$ cat src/rtl/instruction_fetch_controller.sv
// Instruction fetch controller: PC register, IF/ID register and RUN/HOLD/HALT fetch FSM.
// Optional feature macro: IFETCH_PERF_CNT_EN adds a saturating Fetch_Count output.
module instruction_fetch_controller #(
    parameter logic [15:0] RESET_PC = 16'h0000,
    parameter logic [15:0] NOP_WORD = 16'hF000
) (
    input  logic        Clock,
    input  logic        Reset_n,
    output logic [15:0] Imem_Addr,
    input  logic [15:0] Imem_Data,
    input  logic        Stall,
    input  logic        Branch_Taken,
    input  logic [15:0] Branch_Target,
    input  logic        Halt,
    output logic [15:0] Instr_Out,
    output logic [15:0] PC_Out,
    output logic        Instr_Valid,
`ifdef IFETCH_PERF_CNT_EN
    output logic [15:0] Fetch_Count,
`endif
    output logic [1:0]  Fetch_State
);

    typedef enum logic [1:0] {
        IDLE = 2'b00,
        RUN  = 2'b01,
        HOLD = 2'b10,
        HALT = 2'b11
    } fetch_state_t;

    fetch_state_t state_q, state_d;
    logic [15:0]  pc_q, pc_d;
    logic [15:0]  instr_q, instr_d;
    logic [15:0]  pc_out_q, pc_out_d;
    logic         valid_q, valid_d;
    logic         fetch_en;

    // Priority inside the active states: branch, then halt, then stall, then fetch.
    // HALT ignores Halt and Stall, so only a branch (or reset) leaves it.
    always_comb begin
        state_d  = state_q;
        pc_d     = pc_q;
        instr_d  = instr_q;
        pc_out_d = pc_out_q;
        valid_d  = valid_q;
        fetch_en = 1'b0;
        if (state_q == IDLE) begin
            state_d = RUN;
        end else if (Branch_Taken) begin
            pc_d    = Branch_Target;
            instr_d = NOP_WORD;
            valid_d = 1'b0;
            state_d = RUN;
        end else if (state_q == HALT) begin
            state_d = HALT;
        end else if (Halt) begin
            instr_d = NOP_WORD;
            valid_d = 1'b0;
            state_d = HALT;
        end else if (Stall) begin
            state_d = HOLD;
        end else begin
            fetch_en = 1'b1;
            instr_d  = Imem_Data;
            pc_out_d = pc_q;
            valid_d  = 1'b1;
            pc_d     = pc_q + 16'd1;
            state_d  = RUN;
        end
    end

    always_ff @(posedge Clock) begin
        if (!Reset_n) begin
            state_q  <= IDLE;
            pc_q     <= RESET_PC;
            instr_q  <= NOP_WORD;
            pc_out_q <= RESET_PC;
            valid_q  <= 1'b0;
        end else begin
            state_q  <= state_d;
            pc_q     <= pc_d;
            instr_q  <= instr_d;
            pc_out_q <= pc_out_d;
            valid_q  <= valid_d;
        end
    end

`ifdef IFETCH_PERF_CNT_EN
    logic [15:0] fetch_count_q, fetch_count_d;

    always_comb begin
        fetch_count_d = fetch_count_q;
        if (fetch_en && (fetch_count_q != 16'hFFFF)) begin
            fetch_count_d = fetch_count_q + 16'd1;
        end
    end

    always_ff @(posedge Clock) begin
        if (!Reset_n) begin
            fetch_count_q <= 16'h0000;
        end else begin
            fetch_count_q <= fetch_count_d;
        end
    end

    assign Fetch_Count = fetch_count_q;
`else
    logic unused_fetch_en;
    assign unused_fetch_en = fetch_en;
`endif

    assign Imem_Addr   = pc_q;
    assign Instr_Out   = instr_q;
    assign PC_Out      = pc_out_q;
    assign Instr_Valid = valid_q;
    assign Fetch_State = state_q;

endmodule

$ cat config.mk
export PLATFORM = sky130hd
export DESIGN_NAME = instruction_fetch_controller
export DESIGN_NICKNAME = d
export VERILOG_FILES = /design/src/rtl/instruction_fetch_controller.sv
export SDC_FILE = /design/constraint.sdc
export NUM_CORES = 1
export LEC_CHECK = 0
export CORE_ASPECT_RATIO = 1.2
export CORE_MARGIN = 4
export CORE_UTILIZATION = 40
export CTS_BUF_LIST = sky130_fd_sc_hd__clkbuf_4 sky130_fd_sc_hd__clkbuf_8 sky130_fd_sc_hd__clkbuf_16
export DETAILED_ROUTE_END_ITERATION = 16
export MAX_ROUTING_LAYER = met4
export PLACE_DENSITY = 0.71
export SETUP_SLACK_MARGIN = 0.3
export SYNTH_ARGS = -nofsm -noshare
export SYNTH_HDL_FRONTEND = slang
export SYNTH_SLANG_ARGS = --single-unit
$ cat constraint.sdc
create_clock -name Clock -period 3.3 [get_ports Clock]
set_clock_uncertainty 0.1 [all_clocks]
set_input_delay 0.33 -clock Clock [delete_from_list [all_inputs] [get_ports Clock]]
set_output_delay 0.33 -clock Clock [all_outputs]
set_load 0.05 [all_outputs]
**Word level (Yosys, flattened, before mapping)**

Index checks and enable logic that the tools add are counted.

- Output and inout port bits: 51
- Bits of input ports: 37
- Logic and storage cells: 40
- Bits in registers: 51

- Eq/ne operators: 5
- Bitwise logic cells: 6
- $add $sub $neg: 1
- Reduce and logical (&&, ||, !) cells: 5
- Multiplexer cells: 17

Operator list:

| kind | number |
|---|---|
| $mux W16 | 8 |
| $add A16 B1 Y16 const B | 1 |
| $mux W1 | 6 |
| $mux W2 | 3 |
| $not A1 Y1 | 6 |
| $reduce_and A5 Y1 | 1 |
| $ne A2 B2 Y1 const B | 2 |
| $reduce_and A4 Y1 | 1 |
| $ne A3 B1 Y1 const B | 1 |
| $reduce_and A3 Y1 | 1 |
| $reduce_or A3 Y1 | 1 |
| $eq A2 B2 Y1 const B | 1 |
| $logic_not A2 Y1 | 1 |
| $ne A2 B1 Y1 const B | 1 |

**Logic depth before layout (Yosys ltp)**

Gate-level depths: netlist of the first run.

- Word-level depth: 5
- Mapped depth: 7
- Depth with buffers taken out: 5

**Worst setup path after synthesis of the first run**

OpenSTA, ideal clock, no wires.

- Path type: register to register
- Start point: register pc_q[0] (netlist: Imem_Addr[0])
- End point: register pc_q[10] (netlist: Imem_Addr[10])
- Stages on the path, launching flop included: 7
- Data arrival time: 2082 ps
- Period minus slack after synthesis: 2301 ps
- Setup slack: 999 ps
- Setup time: 119 ps
- Required time: 3081 ps
- Buffers on the path: 1
- Path through: dfxtp_1 -> ha_1 -> and4_1 -> clkbuf_1 -> nand3_1 -> mux2_2 -> o221a_2

- Word-level cells in the longest chain between the ends: 5

Ends and longest elaborated chain:

| item | line | source |
|---|---|---|
| from (decl) | 32 | `logic [15:0] pc_q, pc_d;` |
| from (signal assigned) | 81 | `pc_q <= pc_d;` |
| $add A16 B1 Y16 | 67 | `pc_d = pc_q + 16'd1;` |
| $mux W16 | 60 | `end else if (Stall) begin` |
| $mux W16 | 56 | `end else if (Halt) begin` |
| $mux W16 | 54 | `end else if (state_q == HALT) begin` |
| $mux W16 | 49 | `end else if (Branch_Taken) begin` |

No other way between the ends. The select of a mux whose other input is x is not followed.
A chain may end at the register's enable or synchronous reset.

**Final worst setup path of the first run**

- Start point: input port Branch_Taken
- End point: register pc_q[15] (netlist: Imem_Addr[15])

- Word-level cells in the longest chain between the ends: 2
- Elaborated cells between the ends (all ways): 5
- Classes of those cells: eq/ne: 3; mux: 1; reduce/logical: 1

Ends and longest elaborated chain:

| item | line | source |
|---|---|---|
| from (decl) | 12 | `input logic Branch_Taken,` |
| $ne A2 B2 Y1 (no source line) / $ne A2 B1 Y1 (equally long branches) | -- |  |
| $reduce_and A4 Y1 (no source line) | -- |  |

Several ways; a longest one is shown, not always the timed one.

==> results of run 1 <==
## how the worst max path moves through the flow
stage / startpoint / end / slack, ns
after floorplan: Imem_Addr[0]$_SDFFE_PN0P_ / Imem_Addr[10]$_SDFFE_PN0P_ / 1.0
after global placement: Branch_Taken / Imem_Addr[15]$_SDFFE_PN0P_ / 0.87
after detailed placement: Branch_Taken / Imem_Addr[15]$_SDFFE_PN0P_ / 0.84
after CTS: Imem_Addr[4]$_SDFFE_PN0P_ / Imem_Addr[4] / 1.14
after global routing: Branch_Taken / Imem_Addr[12]$_SDFFE_PN0P_ / 1.02
final: Branch_Taken / Imem_Addr[15]$_SDFFE_PN0P_ / 1.14
## worst max-delay path: stages
cell,delay (ns)
clkdlybuf4s50_1,0.64
or4_1,0.62
or4_1,0.51
a41oi_1,0.18
## report_power, final
part           total, µW  internal, µW  switching [µW]
clock network        448           246             203
logic                259           106             154
registers            663           635            27.7
## cells in the final DEF (no fill, tap or decap), drive strengths merged, types with 2 or more instances in the layout
| cell type | instances |
|---|---|
| clkinv | 2 |
| o221a | 3 |
| nand3 | 11 |
| dfxtp | 51 |
| and4 | 4 |
| a211oi | 2 |
| o21ai | 24 |
| and2 | 2 |
| inv | 2 |
| a32o | 2 |
| buf | 6 |
| nor3 | 2 |
| o31ai | 2 |
| nand4 | 3 |
| nand2b | 3 |
| or4 | 3 |
| a21oi | 49 |
| o2111ai | 2 |
| mux2 | 2 |
| nand2 | 59 |
| nor4 | 3 |
| clkbuf | 6 |
| nor2 | 11 |
| a31oi | 3 |
| clkdlybuf4s50 | 87 |
| or3 | 2 |
| o31a | 3 |
| a21o | 2 |
## metal layers
layer / global-route usage, % / wire length (µm) / share of wire (%) / up-vias
met5: - / 0 / 0 / -
met1: 22.4 / 2810 / 44 / 1133
met2: 33.0 / 3180 / 49 / 97
li1: - / - / - / 1186
met3: 3.59 / 389 / 6.0 / 6
met4: 6.65 / 80 / 1.2 / 0
## sequential cells by signal, summed over array words and instances, names as in the netlist
register	flops
Instr_Out	16
Instr_Valid	1
PC_Out	16
Fetch_State	2
Imem_Addr	16
## final cells by class
type	count	area [µm²]	area share [%]
Multi-Input combinational cell	211	1160	35.0
Inverter	3	11.3	0.341
Sequential cell	51	1020	30.9
Clock inverter	2	35.0	1.06
Tap cell	62	77.6	2.35
Clock buffer	6	82.6	2.50
Timing Repair Buffer	93	916	27.8
## logic make-up (layout without fill, tap and decap cells)
logic type / count (synthesis) / count (layout) / synth area share, %
AOI/OAI and AO/OA: 102 / 102 / 27.1
xor gates and xnor gates: 1 / 1 / 0.386
adders and majority gates: 1 / 1 / 0.551
buffers and inverters: 27 / 104 / 4.52
DFF: 51 / 51 / 45.0
muxes: 3 / 3 / 1.43
and+or+nand+nor: 104 / 104 / 21.1
## cell usage after synthesis (3+ instances only)
library cell / number
nor2_1: 11
o31a_1: 3
nand3_1: 11
dfxtp_1: 51
nand2_1: 59
o21ai_0: 24
or4_1: 3
a21oi_1: 49
a31oi_1: 3
and4_1: 4
o221a_2: 3
nand4_1: 3
clkbuf_1: 23
nand2b_1: 3
## metrics by stage
| stage | total power (µW) | setup WS [ns] | hold slack (ns) |
|---|---|---|---|
| floorplan | 823 | 0.999 | 0.366 |
| global placement | 935 | 0.875 | 0.341 |
| detailed placement | 936 | 0.843 | 0.347 |
| CTS | 1380 | 1.14 | 0.360 |
| global route | 1420 | 1.02 | 0.384 |
| finish | 1370 | 1.14 | 0.357 |
==> results.md, run 1 <==
- Status: complete, no violations
- Post-synth ARST share: 0%
- Reg2reg setup slack: 1.18 ns
- Detail Route Antenna Nets: 0
- Initial antenna violation count: 0
- Relative max-transition margin: 43.1%
- Post-synthesis sequential area ratio: 45.0%
- Number of non-filler instances in the completed layout: 428
- Static Leak: between 0.001 and 0.0015 µW
- Die W: 76.8 µm
- CTS tree: yes
- Hold Path Depth: 2
- Hold Startpoint: PC_Out[6]$_SDFFE_PN0P_
- Pre-antenna DRT Iters: 4
- Max cap viols: 0
- Number of fill cells: about 510
- Clk_lat worst skew: ~0.30 ns
- DRC Markers: 0
- Hold EP: PC_Out[6]$_SDFFE_PN0P_
- Final min period: 2.16 ns
- Initial DRC count: 116
- Critical path class: in2reg
- Vias: approximately 2400
- Rows: 29
- Synth area leaders: dfxtp_1, a21oi_1, nand2_1
- Slew Limit Fails: 0
- Dominant cell type by area after synthesis: dfxtp_1
- Pwr/cell area: 415 nW/µm²
- CP required: 3.42 ns
- GRT overflow: 0
- Worst min-delay path category: reg2reg
- Syn nets: approximately 330
- RSZ-0062 raised after global routing: false
- Die footprint: 6950 µm²
- Post-DP HPWL: 4450 µm
- Hold-fix buffers, CTS: 0
- Placeable Area: around 5400 µm²
- Setup TNS Final: 0 ns
- Cell area after layout: 3300 µm²
- Total CTS buffers: 5
- Netlist cell types: 42
- Port Buffers: 87
- Post-Syn Area per Cell: 7.86 µm²
- Io pins: 88
- Crit path launch type: primary input
- Routed WL per cell: 15.1 µm
- Period utilization: 65.5%
- Yosys reg bits: 51
- Clock root buffer: clkbuf_8
- FF-to-FF Start: Imem_Addr[0]$_SDFFE_PN0P_
- Post-Synthesis Cells: 289
- Peak supply drop: 0.000223 V
- Vias per cell: 5.66
- Max Fclk: around 460 MHz
- Clock-pin slew on the worst setup and hold paths: 0.09 ns
- Initial Util: between 40% and 50%
- H-tree depth: 2
- Hold Vio Cnt, Final: 0
- Yosys warning total: 0
- Diode count: 0
- Top cell type's share of synthesized area: 45.0%
- Predominant post-synthesis flop cell: dfxtp_1
- DP Cell Count: between 400 and 500
- Mapped Area: 2270 µm²
- Gr usage total: between 10% and 20%
- Worst Path Max Fanout: 11
- Final core occ: 61.0%
- Final setup fails: 0
- Placed inst area: between 3000 and 4000 µm²
- Die Ht: 90.5 µm
- Clock Sinks: 51
- First-pass GRT wire length: 10900 µm
- Worst r2r path cells: 5
- Slew @ Worst Pin: around 0.85 ns
- CP arrival: approximately 2.3 ns
- EDFF count, synth: 0
- Pin count of the biggest net entering global routing: 42
- Reg2reg end: Imem_Addr[10]$_SDFFE_PN0P_
- Final WL: 6460 µm
- Post-CTS Repair Setup Buffers: 0
- Area Overhead vs Synth: 45.3%
- Final nets: 403
- CTS resizes: 0
- Layout cells sized above 1: around 6.0%
- Vias in the first global route: 2408
- CP Capture Type: flop
- Longest Clk Path Bufs: 2
- Routability-driven placement congestion ratio: 0.812
Note: power is estimated with default switching activity, not from simulation.
==> inputs of run 2 (changes only) <==
Clock period 3.3 ns to 2.3 ns, I/O delays scaled along.
==> results.md, run 2 (synthesized netlist as in run 1, its figures left out) <==
- Clk_lat worst skew: 0.30 ns (about the same)
- Total CTS buffers: 5 (unchanged)
- Total power: 1980 µW (+45%)
- Switching share of total power: 28.4% (+0.38 points)
- CP required: 1.97 ns (-1.45 ns)
- DRC Markers: 0 (unchanged)
- Clock root buffer: clkbuf_8
- Max cap viols: 0 (unchanged)
- Critical path's largest stage delay: 0.85 ns (+0.21 ns)
- DP Cell Count: 425 (+1.2%)
- Gr usage total: 20.0% (+0.78 points)
- CP Launch Point: Imem_Addr[7]$_SDFFE_PN0P_
- Reg2reg setup slack: 0.38 ns (-0.80 ns)
- Initial Util: 42.0% (unchanged)
- Static Leak: 0.00118 µW (+6.9%)
- Port Buffers: 87 (unchanged)
- Die Ht: 90.5 µm (unchanged)
- Die footprint: 6950 µm² (unchanged)
- Reg2reg end: Imem_Addr[10]$_SDFFE_PN0P_
- Longest Clk Path Bufs: 2 (unchanged)
- GRT overflow: 0 (unchanged)
- Crit path launch type: flop
- Routed WL per cell: 15.4 µm (+2.1%)
- Crit path cell chain: clkdlybuf4s50_1
- Final setup fails: 0 (unchanged)
- Setup crit end: Imem_Addr[7]
- Pwr/cell area: 586 nW/µm² (+41%)
- Slew @ Worst Pin: 0.523 ns (-0.331 ns)
- Area Overhead vs Synth: 49.3%
- Clock Sinks: 51 (unchanged)
- Int Power: 1420 µW (+44%)
- Worst path depth: 1 (-3)
- CP Capture Type: output pin
- Detail Route Antenna Nets: 0 (unchanged)
- Post-DP HPWL: 4610 µm (+3.7%)
- Clk pwr share: 32.9% (+0.2 points)
- Placeable Area: 5410 µm² (unchanged)
- Bufs and invs on worst path: 1 (unchanged)
- RSZ-0062 raised after global routing: false
- Slew Limit Fails: 0 (unchanged)
- Commonest non-fill, non-tap cell in the layout: clkdlybuf4s50_1
- Worst r2r path cells: 5 (unchanged)
- Hold Slack: 0.355 ns (-0.00213 ns)
- Setup WS pre-CTS: 0.107 ns (-0.737 ns)
- Diode count: 0 (unchanged)
- Worst Path Max Fanout: 7 (-4)
- CP arrival: 1.62 ns (-0.67 ns)
- Pre-antenna DRT Iters: 4 (unchanged)
- Vias: 2389 (-1.4%)
- Final min period: about 2 ns
- CTS tree: yes
- Layout cells sized above 1: 11.0% (+5.0 points)
- Post-route setup slack: 0.354 ns (-0.785 ns)
- Number of non-filler instances in the completed layout: 435 (+1.6%)
- Worst min-delay path category: reg2reg
- Status: complete, no violations
- Final WL: 6710 µm (+3.8%)
- Gate power share: 19.2% (+0.3 points)
- Setup TNS Final: 0 ns (unchanged)
- Relative max-transition margin: 65.1% (+22 points)
- First-pass GRT wire length: 11200 µm (+3.2%)
- Hold Vio Cnt, Final: 0 (unchanged)
- Pin count of the biggest net entering global routing: 42 (unchanged)
- Most frequent cells in the layout: clkdlybuf4s50_1, nand2_1, a21oi_1, dfxtp_1, o21ai_0
- Io pins: 88 (unchanged)
- Routability-driven placement congestion ratio: 0.795 (-2.1%)
- Share of power burned in registers: 47.9% (-0.5 points)
- Initial antenna violation count: 0 (unchanged)
- P_sw: 564 µW (+47%)
- Die W: 76.8 µm (unchanged)
- H-tree depth: 2 (unchanged)
- Clock-pin slew on the worst setup and hold paths: 0.09 ns (about the same)
- Max Fclk: 514 MHz
- Rows: 29 (unchanged)
- Peak supply drop: 0.000311 V (+39%)
- Initial DRC count: 124 (+6.9%)
- Final nets: 410 (+1.7%)
- Hold-fix buffers, CTS: 0 (unchanged)
- Period utilization: 84.6%
- Delay-heaviest family, CP: buffers and inverters
- Critical path class: reg2out
- Vias per cell: 5.49 (-2.9%)
- Vias in the first global route: 2386 (-0.91%)
- FF-to-FF Start: Imem_Addr[0]$_SDFFE_PN0P_
- Slowest CP cell: clkdlybuf4s50_1
[run 2: how the worst min path moves through the flow]
| stage | from | end | depth (start not counted) |
|---|---|---|---|
| 2_1_floorplan | Imem_Data[0] | Instr_Out[0]$_SDFFE_PN0P_ | 2 |
| 5_1_grt | PC_Out[13]$_SDFFE_PN0P_ | PC_Out[13]$_SDFFE_PN0P_ | 2 |
| 6_report | PC_Out[4]$_SDFFE_PN0P_ | PC_Out[4]$_SDFFE_PN0P_ | 2 |
| 3_5_place_dp | PC_Out[4]$_SDFFE_PN0P_ | PC_Out[4]$_SDFFE_PN0P_ | 2 |
| 4_1_cts | PC_Out[13]$_SDFFE_PN0P_ | PC_Out[13]$_SDFFE_PN0P_ | 2 |
| 3_3_place_gp | PC_Out[6]$_SDFFE_PN0P_ | PC_Out[6]$_SDFFE_PN0P_ | 2 |
[run 2: layout make-up]
type                       count  area [µm²]
timing repair buffer         100         972
fill                         515        2020
sequential                    51        1040
tap                           62        77.6
inverter                       3        11.3
multi-input combinational    211        1170
clock buffer                   6        82.6
clock inverter                 2        35.0
[run 2: power by group through the flow]
stage,Combinational [µW],Sequential (µW),Clock (µW)
final,381,951,653
after global routing,407,958,689
after CTS,383,950,657
after detailed placement,382,971,0
after global placement,379,970,0
after floorplan,120,1060,0
[run 2: metrics by stage]
| stage | util (%) | instance area [µm²] |
|---|---|---|
| after floorplan | - | 2300 |
| after global placement | 60.0 | 3240 |
| after detailed placement | 60.0 | 3240 |
| after CTS | 62.1 | 3360 |
| after global routing | 62.7 | 3390 |
| final | 62.7 | 3390 |
[run 2: routing by layer]
layer / GRT usage (%) / wire [µm]
met5: - / 0
met4: 8.61 / 105
met3: 2.99 / 245
met2: 33.0 / 3290
met1: 24.2 / 3070
[run 2: what timing repair did]
item,CTS,global route
setup endpoints to repair,1,18
setup buffers,0,2
resized for setup,1,5
pin swaps,0,1
==> inputs of run 3 (changes only) <==
Clock period 2.3 ns to 1.9 ns, I/O delays scaled along.
==> results.md, run 3 (synthesized netlist as in run 1, its figures left out) <==
- Status: complete, no violations
- Die Ht: 90.5 µm (unchanged)
- Reg2reg end: Imem_Addr[15]$_SDFFE_PN0P_
- Hold Vio Cnt, Final: 0 (unchanged)
- Max Fclk: 557 MHz
- Period utilization: 94.4%
- Longest Clk Path Bufs: 2 (unchanged)
- Static Leak: 0.00162 µW (+37%)
- Io pins: 88 (unchanged)
- Placed inst area: 3410 µm² (+5.2%)
- DRC Markers: 0 (unchanged)
- Setup TNS Final: 0 ns (unchanged)
- CP Capture Type: flop
- CP arrival: 1.93 ns (+0.31 ns)
- Pin count of the biggest net entering global routing: 42 (unchanged)
- Critical path's largest stage delay: 0.51 ns (-0.34 ns)
- Port Buffers: 87 (unchanged)
- Clock Sinks: 51 (unchanged)
- Slew Limit Fails: 0 (unchanged)
- Rows: 29 (unchanged)
- Worst r2r path cells: 4 (-1)
- Critical path class: reg2reg
- DP Cell Count: 442 (+4.0%)
- Worst Path Max Fanout: 3 (-4)
- Slowest CP cell: or4_4
- Cell area after layout: 3950 µm² (+17%)
- Vias in the first global route: 2522 (+5.7%)
- RSZ-0062 raised after global routing: true
- Hold EP: Fetch_State[1]$_SDFF_PP0_
- Crit path launch type: flop
- CP required: 2.03 ns (+0.06 ns)
- Layout cells sized above 1: 31.8% (+21 points)
- Initial DRC count: 145 (+17%)
- Hold Startpoint: Branch_Taken
- Most frequent cells in the layout: nand2_1, a21oi_1, buf_4, dlygate4sd2_1, dfxtp_1
- FF-to-FF Start: Fetch_State[0]$_SDFF_PN0_
- Clock-pin slew on the worst setup and hold paths: 0.09 ns (about the same)
- Number of non-filler instances in the completed layout: 477 (+9.7%)
- Vias per cell: 5.60 (+2.0%)
- Total CTS buffers: 5 (unchanged)
- Placeable Area: 5410 µm² (unchanged)
- Die W: 76.8 µm (unchanged)
- Slew @ Worst Pin: 0.513 ns (-0.0101 ns)
- Final min period: between 1.5 and 2 ns
- Initial antenna violation count: 0 (unchanged)
- Top cell by count, worst path: or4_4
- Detail Route Antenna Nets: 0 (unchanged)
- Diode count: 0 (unchanged)
- Max cap viols: 0 (unchanged)
- Area Overhead vs Synth: 74.0%
- Crit path cell chain: xnor2_4 > or4_4 > or4_4 > a41oi_2
- Die footprint: 6950 µm² (unchanged)
- Bufs and invs on worst path: 0 (-1)
- Final nets: 452 (+10%)
- GRT overflow: 0 (unchanged)
- Clock root buffer: clkbuf_8
- Hold Path Depth: 3 (+1)
- Delay-heaviest family, CP: simple AND/OR/NAND/NOR gates
- Initial Util: 42.0% (unchanged)
- First-pass GRT wire length: 11800 µm (+4.9%)
- Gr usage total: 21.0% (+0.95 points)
- Routability-driven placement congestion ratio: 0.784 (-1.4%)
- CTS tree: yes
- Final setup fails: 0 (unchanged)
- Clk_lat worst skew: 0.30 ns (about the same)
- Reg2reg setup slack: 0.11 ns (-0.27 ns)
- Routed WL per cell: 16.7 µm (+8.5%)
- Peak supply drop: 0.000403 V (+30%)
- H-tree depth: 2 (unchanged)
- Worst min-delay path category: in2reg
- Total power: 2390 µW (+20%)
- Post-DP HPWL: 4920 µm (+6.7%)
- Pre-antenna DRT Iters: 5 (+1)
- Commonest non-fill, non-tap cell in the layout: nand2_1
- Final WL: 7980 µm (+19%)
- Pwr/cell area: 605 nW/µm² (+3.4%)
- Relative max-transition margin: 66.0% (+0.86 points)
- Vias: 2673 (+12%)
run 3: cell count changes in the layout (fill, tap and decap cells not counted), sizes merged:
cell	previous run	this run
clkdlybuf4s50	84	35
buf	13	60
clkbuf	6	11
clkdlybuf4s15	0	1
bufinv	1	0
dlygate4sd2	1	40
run 3: timing repair:
| action | in CTS | in global routing |
|---|---|---|
| hold buffers | 0 | 0 |
| setup endpoints to repair | 81 | 54 |
| setup buffers | 13 | 10 |
| pin swaps | 25 | 20 |
| gates cloned | 2 | 2 |
| resized for setup | 92 | 46 |
run 3: worst max-delay path by stage:
stage / from / to / slack [ns] / cells after the start
5_1_grt: Fetch_State[0]$_SDFF_PN0_ / Imem_Addr[15]$_SDFFE_PN0P_ / 0.08 / 4
4_1_cts: Fetch_State[0]$_SDFF_PN0_ / Imem_Addr[15]$_SDFFE_PN0P_ / 0.13 / 4
3_5_place_dp: Branch_Taken / Imem_Addr[14]$_SDFFE_PN0P_ / -0.12 / 5
3_3_place_gp: Branch_Taken / Imem_Addr[14]$_SDFFE_PN0P_ / -0.08 / 5
6_report: Fetch_State[0]$_SDFF_PN0_ / Imem_Addr[15]$_SDFFE_PN0P_ / 0.11 / 4
2_1_floorplan: Fetch_State[0]$_SDFF_PN0_ / Imem_Addr[15]$_SDFFE_PN0P_ / 0.04 / 5
run 3: stage by stage:
stage | setup slack (ns) | util [%] | hold WS [ns]
detailed placement | -0.118 | 63.1 | 0.345
global route | 0.0769 | 73.1 | 0.291
CTS | 0.127 | 68.7 | 0.329
floorplan | 0.0357 | - | 0.226
global placement | -0.0757 | 63.1 | 0.341
finish | 0.106 | 73.1 | 0.259
run 3: metal layers:
layer	track usage [%]	wire length, µm	vias to the layer above	share of wire, %
li1	-	-	1291	-
met1	24.6	3190	1277	40
met2	36.5	4290	85	54
met3	2.79	323	20	4.0
met4	7.40	180	0	2.3
met5	-	0	-	0
run 3: area by class of cell:
cell class	instances	area [µm²]
Inverter	3	11.3
Clock inverter	1	5.00
Timing Repair Buffer	142	1310
Fill cell	412	1460
Sequential cell	51	1060
Clock buffer	7	83.8
Tap cell	62	77.6
Multi-Input combinational cell	211	1410
run 3: worst register-to-register path, stage by stage (launching register included):
cell	delay, ns
dfxtp_4	0.38
xnor2_4	0.15
or4_4	0.51
or4_4	0.43
a41oi_2	0.16
run 3: report_power, final:
part / switching (µW) / internal (µW) / total [µW]
registers: 51.7 / 1100 / 1150
logic: 332 / 269 / 601
clock network: 350 / 288 / 638
